## src/rtl/fft8_pkg.sv

```systemverilog
// Shared types, twiddle constants and index helpers for the 8-point FFT stage feeders.
// Latency: none, declarations only.
// Backpressure: not applicable.
package fft8_pkg;

    localparam int CPLX_W = 32;

    typedef logic [CPLX_W-1:0] cplx_t;

    // {imag, real}, signed, 1.0 = 256
    localparam cplx_t W0 = 32'h0000_0100;   // ( 0,    256)
    localparam cplx_t W1 = 32'hFF4B_00B5;   // (-181,  181)
    localparam cplx_t W2 = 32'hFF00_0000;   // (-256,  0)
    localparam cplx_t W3 = 32'hFF4B_FF4B;   // (-181, -181)

    typedef enum logic {
        RD_IDLE,
        RD_ISSUE
    } rd_state_t;

    typedef struct packed {
        logic       vld;
        cplx_t      data1;
        logic [2:0] top;
        logic [2:0] bot;
        logic       last;
    } dl_ent_t;

    function automatic logic [2:0] bitrev3(input logic [2:0] idx);
        return {idx[0], idx[1], idx[2]};
    endfunction

    function automatic cplx_t twiddle(input logic [1:0] idx);
        case (idx)
            2'd0:    return W0;
            2'd1:    return W1;
            2'd2:    return W2;
            default: return W3;
        endcase
    endfunction

endpackage

```

## src/rtl/fft8_delay_line.sv

```systemverilog
// Fixed-depth shift register that realigns issued operands with the multiplier output.
// Latency: DEPTH cycles, every stage clocked every cycle.
// Backpressure: none; reset clears all stages.
module fft8_delay_line #(
    parameter int WIDTH = 8,
    parameter int DEPTH = 1
) (
    input  logic             clk,
    input  logic             rst,
    input  logic [WIDTH-1:0] din,
    output logic [WIDTH-1:0] dout
);

    logic [WIDTH-1:0] sr [DEPTH];

    always_ff @(posedge clk) begin
        if (rst) begin
            for (int i = 0; i < DEPTH; i++) sr[i] <= '0;
        end else begin
            sr[0] <= din;
            for (int i = 1; i < DEPTH; i++) sr[i] <= sr[i-1];
        end
    end

    assign dout = sr[DEPTH-1];

endmodule

```

## src/rtl/fft8_stage_feeder.sv

```systemverilog
// Ping-pong frame buffer feeding one radix-2 stage of the 8-point FFT with pairs and twiddles.
// Latency: last sample in at T -> pair 0 at T+1, its data1/addrs at T+1+CMPY_LAT.
// Backpressure: s_ready drops only while both banks hold frames; multiplier side never stalls.
module fft8_stage_feeder
    import fft8_pkg::*;
#(
    parameter int STAGE    = 0,
    parameter int BITREV   = 1,
    parameter int CMPY_LAT = 6
) (
    input  logic              clk,
    input  logic              rst,
    input  logic              s_valid,
    input  logic [CPLX_W-1:0] s_data,
    output logic              s_ready,
    output logic [CPLX_W-1:0] data2,
    output logic [CPLX_W-1:0] w,
    output logic              enable_1,
    output logic              enable_2,
    output logic [CPLX_W-1:0] data1,
    output logic [2:0]        top_addr,
    output logic [2:0]        bot_addr,
    output logic              frame_done
);

    localparam int SPAN    = 1 << STAGE;
    localparam int TW_STEP = 4 >> STAGE;

    cplx_t      mem [2][8];
    logic       wr_bank;
    logic       rd_bank;
    logic [2:0] wr_cnt;
    logic [2:0] wr_addr;
    logic [1:0] full;
    logic [1:0] bank_rdy;
    logic [1:0] pair;
    logic       wr_fire;
    logic       wr_last;
    logic       issue;
    logic       pair_last;
    logic [2:0] top_idx;
    logic [2:0] bot_idx;
    logic [1:0] tw_idx;
    rd_state_t  state;
    rd_state_t  state_nxt;
    dl_ent_t    dl_in;
    dl_ent_t    dl_out;

    assign s_ready = ~rst & ~full[wr_bank];
    assign wr_fire = s_valid & s_ready;
    assign wr_last = wr_fire & (wr_cnt == 3'd7);
    assign wr_addr = (BITREV != 0) ? bitrev3(wr_cnt) : wr_cnt;

    // A bank is ready in the cycle its last sample lands, so issue follows with no bubble.
    assign bank_rdy[0] = full[0] | (wr_last & ~wr_bank);
    assign bank_rdy[1] = full[1] | (wr_last & wr_bank);

    always_ff @(posedge clk) begin
        if (wr_fire) mem[wr_bank][wr_addr] <= s_data;
    end

    always_ff @(posedge clk) begin
        if (rst) begin
            wr_bank <= 1'b0;
            wr_cnt  <= 3'd0;
            full    <= 2'b00;
        end else begin
            if (wr_fire) wr_cnt <= wr_cnt + 3'd1;
            if (wr_last) begin
                full[wr_bank] <= 1'b1;
                wr_bank       <= ~wr_bank;
            end
            if (pair_last) full[rd_bank] <= 1'b0;
        end
    end

    always_ff @(posedge clk) begin
        if (rst) begin
            state   <= RD_IDLE;
            rd_bank <= 1'b0;
            pair    <= 2'd0;
        end else begin
            state <= state_nxt;
            if (issue)     pair    <= pair + 2'd1;
            if (pair_last) rd_bank <= ~rd_bank;
        end
    end

    always_comb begin
        state_nxt = state;
        case (state)
            RD_IDLE:  if (bank_rdy[rd_bank]) state_nxt = RD_ISSUE;
            RD_ISSUE: if (pair == 2'd3 && !bank_rdy[~rd_bank]) state_nxt = RD_IDLE;
            default:  state_nxt = RD_IDLE;
        endcase
    end

    always_comb begin
        issue     = (state == RD_ISSUE);
        pair_last = issue & (pair == 2'd3);
        top_idx   = 3'(((int'(pair) >> STAGE) * 2 * SPAN) + (int'(pair) & (SPAN - 1)));
        bot_idx   = 3'(int'(top_idx) + SPAN);
        tw_idx    = 2'((int'(pair) & (SPAN - 1)) * TW_STEP);
        enable_1  = issue;
        enable_2  = issue;
        data2     = issue ? mem[rd_bank][bot_idx] : '0;
        w         = issue ? twiddle(tw_idx) : '0;
        dl_in     = '0;
        if (issue) begin
            dl_in.vld   = 1'b1;
            dl_in.data1 = mem[rd_bank][top_idx];
            dl_in.top   = top_idx;
            dl_in.bot   = bot_idx;
            dl_in.last  = pair_last;
        end
    end

    fft8_delay_line #(
        .WIDTH($bits(dl_ent_t)),
        .DEPTH(CMPY_LAT)
    ) u_dly (
        .clk  (clk),
        .rst  (rst),
        .din  (dl_in),
        .dout (dl_out)
    );

    assign data1      = dl_out.data1;
    assign top_addr   = dl_out.top;
    assign bot_addr   = dl_out.bot;
    assign frame_done = dl_out.vld & dl_out.last;

endmodule

```

## config.mk

```make
export PLATFORM = sky130hd
export DESIGN_NAME = fft8_stage_feeder
export DESIGN_NICKNAME = d
export VERILOG_FILES = /design/src/rtl/fft8_pkg.sv /design/src/rtl/fft8_delay_line.sv /design/src/rtl/fft8_stage_feeder.sv
export SDC_FILE = /design/constraint.sdc
export NUM_CORES = 1
export LEC_CHECK = 0
export ABC_AREA = 1
export CORE_MARGIN = 1
export CORE_UTILIZATION = 35
export DETAILED_ROUTE_END_ITERATION = 8
export HOLD_SLACK_MARGIN = 0.08
export SLEW_MARGIN = 30
export SYNTH_ARGS = -nofsm -noshare
export SYNTH_HDL_FRONTEND = slang
export SYNTH_SLANG_ARGS = --single-unit
```

## constraint.sdc

```tcl
create_clock -name clk -period 4.3 [get_ports clk]
set_input_delay 0.86 -clock clk [delete_from_list [all_inputs] [get_ports clk]]
set_output_delay 0.86 -clock clk [all_outputs]
set_load 0.05 [all_outputs]
```

==> flow_metrics.tcl <==
set metrics [dict create \
    status "finished clean" \
    syn_to_final_growth_pct 15.7 \
    wl_mm 56.5 \
    die_w_um 279 \
    post-route-util_pct 40.9 \
    cp-start-kind "flop" \
    drc 0 \
    fin_crit_ns 3.77 \
    num_antenna_cells 0 \
    startpoint "pair[0]" \
    synthCells 2249 \
    setup_viol 0 \
    drv_slew 0 \
    postCtsSetupBuffers 0 \
    hold_buffers 0 \
    powerDensity_nw_per_um2 474 \
    crit_required_ns 3.44 \
    avgSynthCellArea_sq_um 11.9 \
    clock_latency_ns 0.65 \
    relSlewSlack_pct 41.8 \
    max-vdd-ir-drop_uv 320 \
    ys_ff_latch 739 \
    dr.pass1.iters 5 \
    synth_cell_type_count 25 \
    place.gp.congestion 0.761 \
    grt_pass1_vias 15672 \
    io_buffers 108 \
    wl_per_cell_um 16.9 \
    cts_max_level 3 \
    io_pins 141 \
    p_leak_nw 10.7 \
    grt_first_pass_wirelength_mm 88.0 \
    yosys.area.top_type "edfxtp_1" \
    synthArstFlopShare_pct 0 \
    post_cts_resized 0 \
    fin_skew_ns 0.0330 \
    drive_above_1_share_pct 8.33 \
    fin_ws_ns 0.534 \
    synth_edf_count 512 \
    drv_cap 0 \
    fillers 7086 \
    dp.cells 3199 \
    rsz0062_at_grt "false" \
    pre_cts_slack_ns 1.15 \
    endpoint_kind "output pin" \
    cts_buffers 80 \
    fp.dieH_um 279 \
    ys_warn_count 0 \
    max_freq_mhz 266 \
    tns_ns 0 \
    vias 15612 \
    synth_top_area_share_pct 57.4 \
    min_period_over_period_pct 87.6 \
    ys_top_cells_by_area "edfxtp_1 (57%), dfxtp_1 (17%), nor2_1 (7.7%)" \
    netlist_area_sq_um 26800 \
    crit_type "reg2out" \
    nNetsFinal 2345 \
    ant_nets 0 \
    finalHoldViolCount 0 \
    rr_startpoint "wr_bank" \
    cts-root-buf "clkbuf_16" \
    instances_no_fill 3342 \
    clockBufferDepth 3 \
    holdCritStartpoint "u_dly.sr[0][73]" \
    rows 101 \
    cts.reportedPaths.clkPinSlew_ns 0.06 \
    drtIter0Drc 1267 \
    start_util_pct 35.3 \
    grt_max_degree 182 \
    ys.flop_type "edfxtp_1" \
    hold_class "reg2reg" \
    crit_fanout 33 \
    viasPerCell 4.67 \
    cts_tree "yes" \
    dp_hpwl_mm 29.4 \
    grt_usage_pct 14.5 \
    ys_seq_area_share_pct 74.4 \
    worstMarginPinSlew_ns 0.873 \
    die_area_sq_um 77600 \
    worstPathArrival_ns 2.91 \
    grt-ovfl-total 0 \
    cts_sinks 739 \
    coreArea_sq_um 75800 \
    antenna_found_initial 0 \
]
==> stage by stage <==
stage / power (W) / area [sq um] / hold WS [ns]
final: 0.0147 / 31000 / 0.383
after global routing: 0.0152 / 31000 / 0.410
after CTS: 0.0149 / 31000 / 0.393
after detailed placement: 0.00808 / 28300 / 0.394
after global placement: 0.00807 / 28300 / 0.399
after floorplan: 0.00796 / 26900 / 0.388
==> path summary, 6_finish.rpt <==
check	endpoint	slack, ns	cells past startpoint
max	data2[29]	0.53	6
min	u_dly.sr[0][113]	0.38	2
max reg2reg	mem[1][168]	1.74	7
min reg2reg	u_dly.sr[0][113]	0.38	2
==> cell usage in the layout (no fill, tap or decap), types with 3 or more instances in the layout <==
cell type and instances:
inv_2 5, edfxtp_1 512, nor2_2 13, o21ai_1 66, clkinv_16 4, clkinv_1 10, inv_1 195, a21oi_1 9
o22ai_1 96, clkdlybuf4s50_1 81, clkbuf_1 17, buf_4 49, nand3_1 39, bufinv_16 5, nand2_1 76, o21ai_0 261
buf_12 6, clkinvlp_4 3, clkinv_2 11, dfxtp_1 225, clkbuf_8 7, nor2_1 538, clkbuf_16 81, ha_1 7
conb_1 32, inv_6 3
==> worst max-delay path: stages (launching register included) <==
cell,delay (ns)
dfxtp_4,0.42
inv_2,0.48
o21ai_0,0.20
o22ai_1,0.15
nor2_1,0.06
nor2_1,0.14
clkdlybuf4s50_1,0.82
==> power by group <==
group	leakage, nW	switching [W]	internal, W
combinational	2.98	0.000228	0.0000546
clock	1.27	0.00281	0.00394
sequential	6.44	0.00000960	0.00764
total	10.7	0.00305	0.0116
==> cells in the mapped netlist, types with 6 or more instances <==
master / count
buf_2: 34
nand3_1: 39
inv_1: 195
ha_1: 7
buf_6: 10
buf_1: 10
a21oi_1: 9
dfxtp_1: 227
o21ai_1: 66
buf_4: 74
o21ai_0: 261
o22ai_1: 96
edfxtp_1: 512
inv_2: 6
nor2_1: 550
clkbuf_1: 67
nand2_1: 76
==> kinds of logic (layout without fill, tap and decap cells) <==
kind of cell	Yosys count	after routing	share of synthesized area, %
other	1	32	0.0140
AND/OR/NAND/NOR	672	672	9.67
buffers and inverters	398	482	7.10
adder cells (fa/ha/maj)	7	7	0.327
AO/OA/AOI/OAI	432	432	8.52
flip-flops	739	739	74.4
==> cell type report <==
class,instances,area [sq um],area share [%]
Clock inverter,37,439,1.42
Clock buffer,106,2190,7.08
Inverter,201,759,2.45
Multi-Input combinational cell,1143,5120,16.5
Sequential cell,739,19900,64.3
Timing Repair Buffer,138,1320,4.26
Tap cell,978,1220,3.95
==> registers in the layout, indices dropped and copies added (netlist names), named ones only <==
register,flops
full,2
wr_cnt,3
enable_1,1
pair,2
rd_bank,1
u_dly.sr,216
mem,512
wr_bank,1
==> metal layers <==
layer  share of wire, %  vias up  track usage [%]
met5                  0        -                0
met4                2.5        0             5.13
met3                5.1      117             2.83
met2                 47      433             23.9
met1                 46     7450             19.0
li1                   -     7612                -
(Power assumes the default switching activity.)
